### src/rtl/change_dispenser.sv
// Purpose : pays out change as a sequence of 10-unit and 5-unit coin ejections, one coin at a time.
// Latency : first eject request 1 cycle after start; each ack is followed by GAP_CYCLES idle cycles; done 1 cycle after FIN.
// Backpr. : each eject request is held until eject_ack; start is ignored while a job runs; an ack timeout latches fault until reset.
//
// Ports:
//   clk         single clock, rising edge
//   rst         synchronous active-low reset
//   start       one-cycle request to dispense `amount` (honoured only in IDLE)
//   amount      change to return; valid values are multiples of 5 in 0..MAX_AMOUNT
//   eject_ack   ejector acknowledge for the coin currently requested (honoured only in REQ)
//   eject10     registered request for one 10-unit coin
//   eject5      registered request for one 5-unit coin
//   busy        job in progress
//   done        one-cycle pulse on normal job completion
//   bad_req     one-cycle pulse when a start is rejected
//   fault       sticky ejector-timeout flag, cleared only by reset
//   tens_left   10-unit coins still owed in the current job
//   fives_left  5-unit coins still owed in the current job
module change_dispenser #(
   parameter int GAP_CYCLES  = 18000,
   parameter int ACK_TIMEOUT = 65535,
   parameter int MAX_AMOUNT  = 50
) (
   input  logic       clk,
   input  logic       rst,
   input  logic       start,
   input  logic [5:0] amount,
   input  logic       eject_ack,
   output logic       eject10,
   output logic       eject5,
   output logic       busy,
   output logic       done,
   output logic       bad_req,
   output logic       fault,
   output logic [2:0] tens_left,
   output logic       fives_left
);

   // One counter serves both the GAP length and the ack timeout. It only
   // ever counts up to (limit - 1) and is cleared on entry to REQ and GAP,
   // so $clog2 of the larger limit is enough bits and it can never wrap.
   localparam int CNT_MAX = (GAP_CYCLES > ACK_TIMEOUT) ? GAP_CYCLES : ACK_TIMEOUT;
   localparam int CNT_W   = (CNT_MAX > 1) ? $clog2(CNT_MAX) : 1;

   localparam logic [CNT_W-1:0] GAP_LAST = CNT_W'(GAP_CYCLES - 1);
   localparam logic [CNT_W-1:0] TMO_LAST = CNT_W'(ACK_TIMEOUT - 1);

   typedef enum logic [2:0] {
      IDLE  = 3'd0,
      REQ   = 3'd1,
      GAP   = 3'd2,
      FIN   = 3'd3,
      FAULT = 3'd4
   } state_t;

   state_t           state;
   logic [CNT_W-1:0] cnt;

   // Decode of the requested amount, used only when a start arrives in IDLE.
   logic       amt_mult5;
   logic       amt_in_range;
   logic       amt_valid;
   logic       amt_zero;
   logic [2:0] load_tens;
   logic       load_fives;

   assign amt_mult5    = ((amount % 6'd5) == 6'd0);
   assign amt_in_range = (32'(amount) <= 32'(MAX_AMOUNT));
   assign amt_valid    = amt_mult5 && amt_in_range;
   assign amt_zero     = (amount == 6'd0);
   assign load_tens    = 3'(amount / 6'd10);
   // For a multiple of 5 the remainder mod 10 is either 0 or 5.
   assign load_fives   = ((amount % 6'd10) >= 6'd5);

   // Coins still owed after the most recent ack; decides REQ vs FIN at GAP end.
   logic coins_remain;
   assign coins_remain = (tens_left != 3'd0) || fives_left;

   always_ff @(posedge clk) begin
      if (!rst) begin
         state      <= IDLE;
         cnt        <= '0;
         eject10    <= 1'b0;
         eject5     <= 1'b0;
         busy       <= 1'b0;
         done       <= 1'b0;
         bad_req    <= 1'b0;
         fault      <= 1'b0;
         tens_left  <= 3'd0;
         fives_left <= 1'b0;
      end else begin
         // Pulse outputs default low; the states below raise them for one cycle.
         done    <= 1'b0;
         bad_req <= 1'b0;

         case (state)
            IDLE: begin
               if (start) begin
                  if (amt_valid) begin
                     tens_left  <= load_tens;
                     fives_left <= load_fives;
                     busy       <= 1'b1;
                     cnt        <= '0;
                     if (amt_zero) begin
                        // Nothing to pay out: complete without touching the ejector.
                        state <= FIN;
                     end else begin
                        state   <= REQ;
                        // Tens are always paid before the single possible five.
                        eject10 <= (load_tens != 3'd0);
                        eject5  <= (load_tens == 3'd0);
                     end
                  end else begin
                     bad_req <= 1'b1;
                  end
               end
            end

            REQ: begin
               if (eject_ack) begin
                  eject10 <= 1'b0;
                  eject5  <= 1'b0;
                  // The registered request identifies which coin was just paid.
                  if (eject10) begin
                     tens_left <= tens_left - 3'd1;
                  end else begin
                     fives_left <= 1'b0;
                  end
                  cnt   <= '0;
                  state <= GAP;
               end else if (cnt == TMO_LAST) begin
                  // Ejector never answered: abandon the job and latch the fault.
                  eject10 <= 1'b0;
                  eject5  <= 1'b0;
                  busy    <= 1'b0;
                  fault   <= 1'b1;
                  state   <= FAULT;
               end else begin
                  cnt <= cnt + CNT_W'(1);
               end
            end

            GAP: begin
               if (cnt == GAP_LAST) begin
                  cnt <= '0;
                  if (coins_remain) begin
                     state   <= REQ;
                     eject10 <= (tens_left != 3'd0);
                     eject5  <= (tens_left == 3'd0);
                  end else begin
                     state <= FIN;
                  end
               end else begin
                  cnt <= cnt + CNT_W'(1);
               end
            end

            FIN: begin
               done  <= 1'b1;
               busy  <= 1'b0;
               state <= IDLE;
            end

            FAULT: begin
               // Terminal until reset; start and eject_ack are not looked at.
               state <= FAULT;
            end

            default: begin
               state   <= IDLE;
               eject10 <= 1'b0;
               eject5  <= 1'b0;
               busy    <= 1'b0;
            end
         endcase
      end
   end

endmodule

### config.mk
export PLATFORM = sky130hd
export DESIGN_NAME = change_dispenser
export DESIGN_NICKNAME = d
export VERILOG_FILES = /design/src/rtl/change_dispenser.sv
export SDC_FILE = /design/constraint.sdc
export NUM_CORES = 1
export LEC_CHECK = 0
export CORE_MARGIN = 2
export CORE_UTILIZATION = 45
export CTS_BUF_LIST = sky130_fd_sc_hd__clkbuf_8
export DETAILED_ROUTE_END_ITERATION = 10
export PLACE_DENSITY_LB_ADDON = 0.3
export SLEW_MARGIN = 20
export SYNTH_ARGS = -nofsm -noshare
export SYNTH_HDL_FRONTEND = slang
export SYNTH_SLANG_ARGS = --single-unit
export TNS_END_PERCENT = 10
### constraint.sdc
create_clock -name clk -period 3.5 [get_ports clk]
set_clock_uncertainty 0.1 [all_clocks]
set_input_delay 0.7 -clock clk [delete_from_list [all_inputs] [get_ports clk]]
set_output_delay 0.7 -clock clk [all_outputs]
set_load 0.01 [all_outputs]
# Yosys cells after proc, flatten, opt, wreduce, memory -nomap -nowiden
# Cells that the tools add are included.
classes:
  add_sub_neg: 2
  mul: 0
  div: 3
  magnitude_cmp: 2
  eq_ne: 18
  shifts: 0
  mux: 44
  bitwise: 3
  reduce_logical: 21
op_table:
  columns: ["cell", "count"]
  rows:
  - ["$mux 16", 5]
  - ["$pmux 16 s3", 1]
  - ["$mux 3", 9]
  - ["$mux 1", 21]
  - ["$ne 2x2->1 const B", 10]
  - ["$add 16x1->16 const B", 1]
  - ["$eq 16x15->1 const B", 1]
  - ["$eq 16x16->1 const B", 1]
  - ["$reduce_and 5->1", 3]
  - ["$logic_not 6->1", 2]
  - ["$pmux 3 s4", 1]
  - ["$logic_not 3->1", 3]
  - ["$reduce_bool 3->1", 3]
  - ["$pmux 1 s4", 2]
  - ["$reduce_and 4->1", 2]
  - ["$reduce_and 7->1", 1]
  - ["$div 6x4->6 const B", 1]
  - ["$eq 3x2->1 const B", 2]
  - ["$ge 6x3->1 const B", 1]
  - ["$le 6x6->1 const B", 1]
  - ["$mod 6x3->6 const B", 1]
  - ["$mod 6x4->6 const B", 1]
  - ["$ne 3x3->1 const B", 2]
  - ["$pmux 3 s2", 1]
  - ["other kinds (12)", 17]
word_totals:
  regBits: 29
  latchBits: 0
  ram_bits: 0
  rom_bits: 0
  inputBits: 10
  wordCells: 103
  mem_count: 0

# Longest topological paths before layout
depth:
  ltp_word: 6
  ltp_mapped: 15
  mapped_depth_nobuf: 11

# Worst setup path after synthesis
# Ideal clock, no wire load.
synth_timing:
  kind: "input -> register"
  from: "in amount[3]"
  to: "reg cnt[13]"
  setup_time_ps: 123
  arrival_time_ps: 3304
  t_required_ps: 3277
  setup_slack_ps: -27
  path_stages: 14
  n_path_buf: 5
  path_cell_list: "clkbuf_1 -> clkbuf_1 -> a221oi_1 -> ha_1 -> buf_2 -> nor2b_1 -> a2bb2oi_4 -> nand3_1 -> o311a_1 -> nor4b_4 -> o211a_1 -> buf_6 -> buf_6 -> o211ai_2"
synth_via:
  elab_chain_len: 5
  word_cells_on_any_way: 6
  classes_between: "div: 1; order compare: 1; eq/ne: 1; reduce/logical: 3"
synth_rtl:
  columns: ["item", "line", "source"]
  rows:
  - ["start, declared", "27", "input logic [5:0] amount,"]
  - ["$mod 6x3->6", "67", "assign amt_mult5 = ((amount % 6'd5) == 6'd0);"]
  - ["$logic_not 6->1", "67", null]
  - ["$logic_and 1x1->1 *", "69", "assign amt_valid = amt_mult5 && amt_in_range;"]
  - ["$ne 2x2->1 (no source line) *", null, null]
  - ["$reduce_and 4->1 (no source line) *", null, null]
  - ["end signal, assigned", "139", "cnt <= cnt + CNT_W'(1);"]
  - ["end signal, assigned", "154", "cnt <= cnt + CNT_W'(1);"]
  - ["end, declared", "57", "logic [CNT_W-1:0] cnt;"]
# Mark *: on every way between the ends. The rest lies on a longest branch, timed or not.
# A chain may end at the register's enable or synchronous reset.

# Worst setup path in the final report
layout_timing:
  from: "in amount[5]"
  to: "reg tens_left[1]"
layout_via:
  elab_chain_len: 5
  word_cells_on_any_way: 10
  classes_between: "div: 2; order compare: 1; eq/ne: 1; mux: 3; reduce/logical: 3"
layout_rtl:
  columns: ["item", "line", "source"]
  rows:
  - ["$mod 6x3->6", "67", null]
  - ["$logic_not 6->1", "67", null]
  - ["$logic_and 1x1->1", "69", null]
  - ["$ne 2x2->1 (no source line)", null, null]
  - ["$reduce_and 5->1 (no source line)", null, null]
  - ["end signal, assigned", "100", "tens_left <= load_tens;"]
  - ["end signal, assigned", "125", "tens_left <= tens_left - 3'd1;"]
  - ["end, declared", "35", "output logic [2:0] tens_left,"]
# Several ways; a longest one is shown, not always the timed one. The select of a mux whose other input is x is not followed.

==> impl_metrics.ini <==
[logic_synthesis]
yosys_warnings = 0
syn_avg_cell_area_sq_um = 7.93
synth_largest_area_cell = dfxtp_1
yosys.area.top_type_share = 0.240
syn_nets = 323
ys_top_cells_by_area = dfxtp_1 24%, nand2_1 5.9%, ha_1 4.1%
syn_inst = 305
yosysMostFrequentCell = nand2_1
synthFlopType = dfxtp_1
synth-seq-cells = 29
ys_async_sr_fraction = 0
ys_types = 70
ys_seq_area_frac = 0.240
netlist_area_sq_um = 2420
synth.top_cells.by_count = 38 x nand2_1, 29 x dfxtp_1, 18 x nand3_1, 18 x nor2_1, 16 x o21ai_0
synth_edf_count = 0

[drt]
met1_length_microns = 2880
drt_iter0_markers = 123
ant_nets = 0
vias = 2501
drtPass1Iterations = 4
vias_per_cell = 6.04
drc_errors = 0
met3_length_microns = 317
wirelength_microns = 6230
wl_per_cell_microns = 15.1
top_layer = met4
wl_met2_microns = 2930

[grt]
grt_max_degree = 24
grt_overflow = 0
grt_pass1_vias = 2292
grt.total_usage = 0.216
antenna_found_initial = 0
grt_pass1_wl_microns = 10700

[sta]
setup-violations-final = 0
max_freq_ghz = 0.297
finalCritPeriodShare = 0.964
slew_viol_final = 0
period_needed_ns = 3.37
finalHoldViolCount = 0
relSlewSlack = 0.605
hold-worst-slack_ns = 0.362
fin_setup_tns_ns = 0
setup_ws_ns = 0.127
tightestPinTransition_ns = 0.591

[floorplanning]
die_w_microns = 77.3
dieHeight_microns = 77.3
io_pins = 20
rows = 26
dieArea_sq_um = 5980
fp.coreArea_sq_um = 5140
start_util = 0.471

[finish]
design_area_sq_um = 2990
drive_gt1_frac = 0.224
stdcell_count = 414
area_delta_synth_final_pct = 23.4
seq_area_sq_um = 581
multiInputGateArea_sq_um = 1740
diodes = 0
nFillCells = 488
finish.utilization = 0.581
num-nets-final = 362

[clock_network]
clock_latency_ns = 0.29
cts_buffer_depth = 2
clockRootBuffer = clkbuf_8
cts_hold_buf = 0
cts_sinks = 29
path_clk_slew_ns = 0.06
numCtsBuffers = 5
cts_tree = built
h-tree-depth = 2

[power_and_ir_drop]
p_per_area_nw_per_um2 = 309
peakVddDrop_uv = 197
comb_power_share = 0.316
p_sw_mw = 0.293
finalPower_mw = 0.922
p_leak_nw = 1.07
switching_share = 0.317
p_clk_frac = 0.303
p_int_mw = 0.629
seq_power_share = 0.381

[worst_setup_path]
arrival_ns = 3.44
path_class = primary input to flip-flop
critPathCaptureType = flip-flop
critPathLaunchType = primary input
critPathMaxFanout = 7
cp.required_ns = 3.57

[placement]
hpwl_microns = 4580
dp_slack_ns = -0.454
numPlacedInstances = 405
io_buffers = 19
placed_cell_area_sq_um = 2850
gp_congestion = 0.856

[job]
drv_cap = 0

[status]
outcome = complete, no violations

[worst_hold_path]
hp-class = flip-flop to flip-flop
[power groups by stage]
stage | Sequential [mW] | Combinational [mW] | Clock (mW)
2_1_floorplan | 0.355 | 0.186 | 0
3_3_place_gp | 0.358 | 0.273 | 0
3_5_place_dp | 0.359 | 0.277 | 0
4_1_cts | 0.352 | 0.282 | 0.285
5_1_grt | 0.353 | 0.317 | 0.299
6_report | 0.352 | 0.291 | 0.279
[repair_timing]
item	CTS	global route
endpoints found under the setup margin	23	10
pin swaps	5	4
gates cloned	0	0
resized for setup	6	10
buffers inserted	1	1
[state kept, by name, indices dropped and copies added (netlist names)]
name / flops
bad_req: 1
busy: 1
cnt: 16
done: 1
eject10: 1
eject5: 1
fault: 1
fives_left: 1
state: 3
tens_left: 3
[placed cells by master, fill, tap and decap left out, drive strengths merged, types with 8 or more instances in the layout]
cell / instances
nor3: 9
dfxtp: 29
o21ai: 24
nor2: 20
clkdlybuf4s50: 15
inv: 9
nand3: 18
ha: 8
nand4: 8
a21oi: 13
clkbuf: 8
buf: 35
nand2: 38
[worst max-delay path, stage by stage]
cell and delay [ns]:
dlygate4sd2_1 0.39, nand2b_4 0.08, nor2_1 0.16, a221oi_2 0.07, buf_4 0.16, ha_4 0.17
buf_4 0.15, or3b_1 0.36, a211o_1 0.27, o2111a_1 0.14, o21ai_2 0.11, buf_4 0.16
nor4_4 0.04, buf_4 0.16, o41ai_1 0.33
[metal layers]
layer	vias to the layer above	track usage
li1	1228	-
met5	-	0
met1	1195	0.295
met4	0	0.0696
met3	11	0.0326
met2	67	0.351
[area by class of cell]
cell class / count / area share
clock buffers: 6 / 0.0277
clock inverters: 1 / 0.00126
inverters: 8 / 0.0101
multi-input cells: 246 / 0.584
flip-flops and latches: 29 / 0.194
well taps: 70 / 0.0293
repair buffers: 54 / 0.153
[path summary, 6_finish.rpt]
check	start	to	slack, ns	cells after the start
max reg2reg	state[0]$_SDFFE_PN0P_	cnt[13]$_SDFFE_PN0P_	0.81	7
max	amount[5]	tens_left[1]$_SDFFE_PN0P_	0.13	15
min	eject5$_SDFFE_PN0P_	eject5$_SDFFE_PN0P_	0.36	2
min reg2reg	eject5$_SDFFE_PN0P_	eject5$_SDFFE_PN0P_	0.36	2
[cells by family (layout without fill, tap and decap cells)]
logic type	after synthesis	count (layout)	share of synthesized area
compound gates	89	89	0.289
xor+xnor	3	3	0.0140
fa+ha+maj	8	8	0.0414
buf+inv	30	69	0.0615
flops	29	29	0.240
mux	6	6	0.0248
simple gates	140	140	0.329
(Power assumes the default switching activity.)
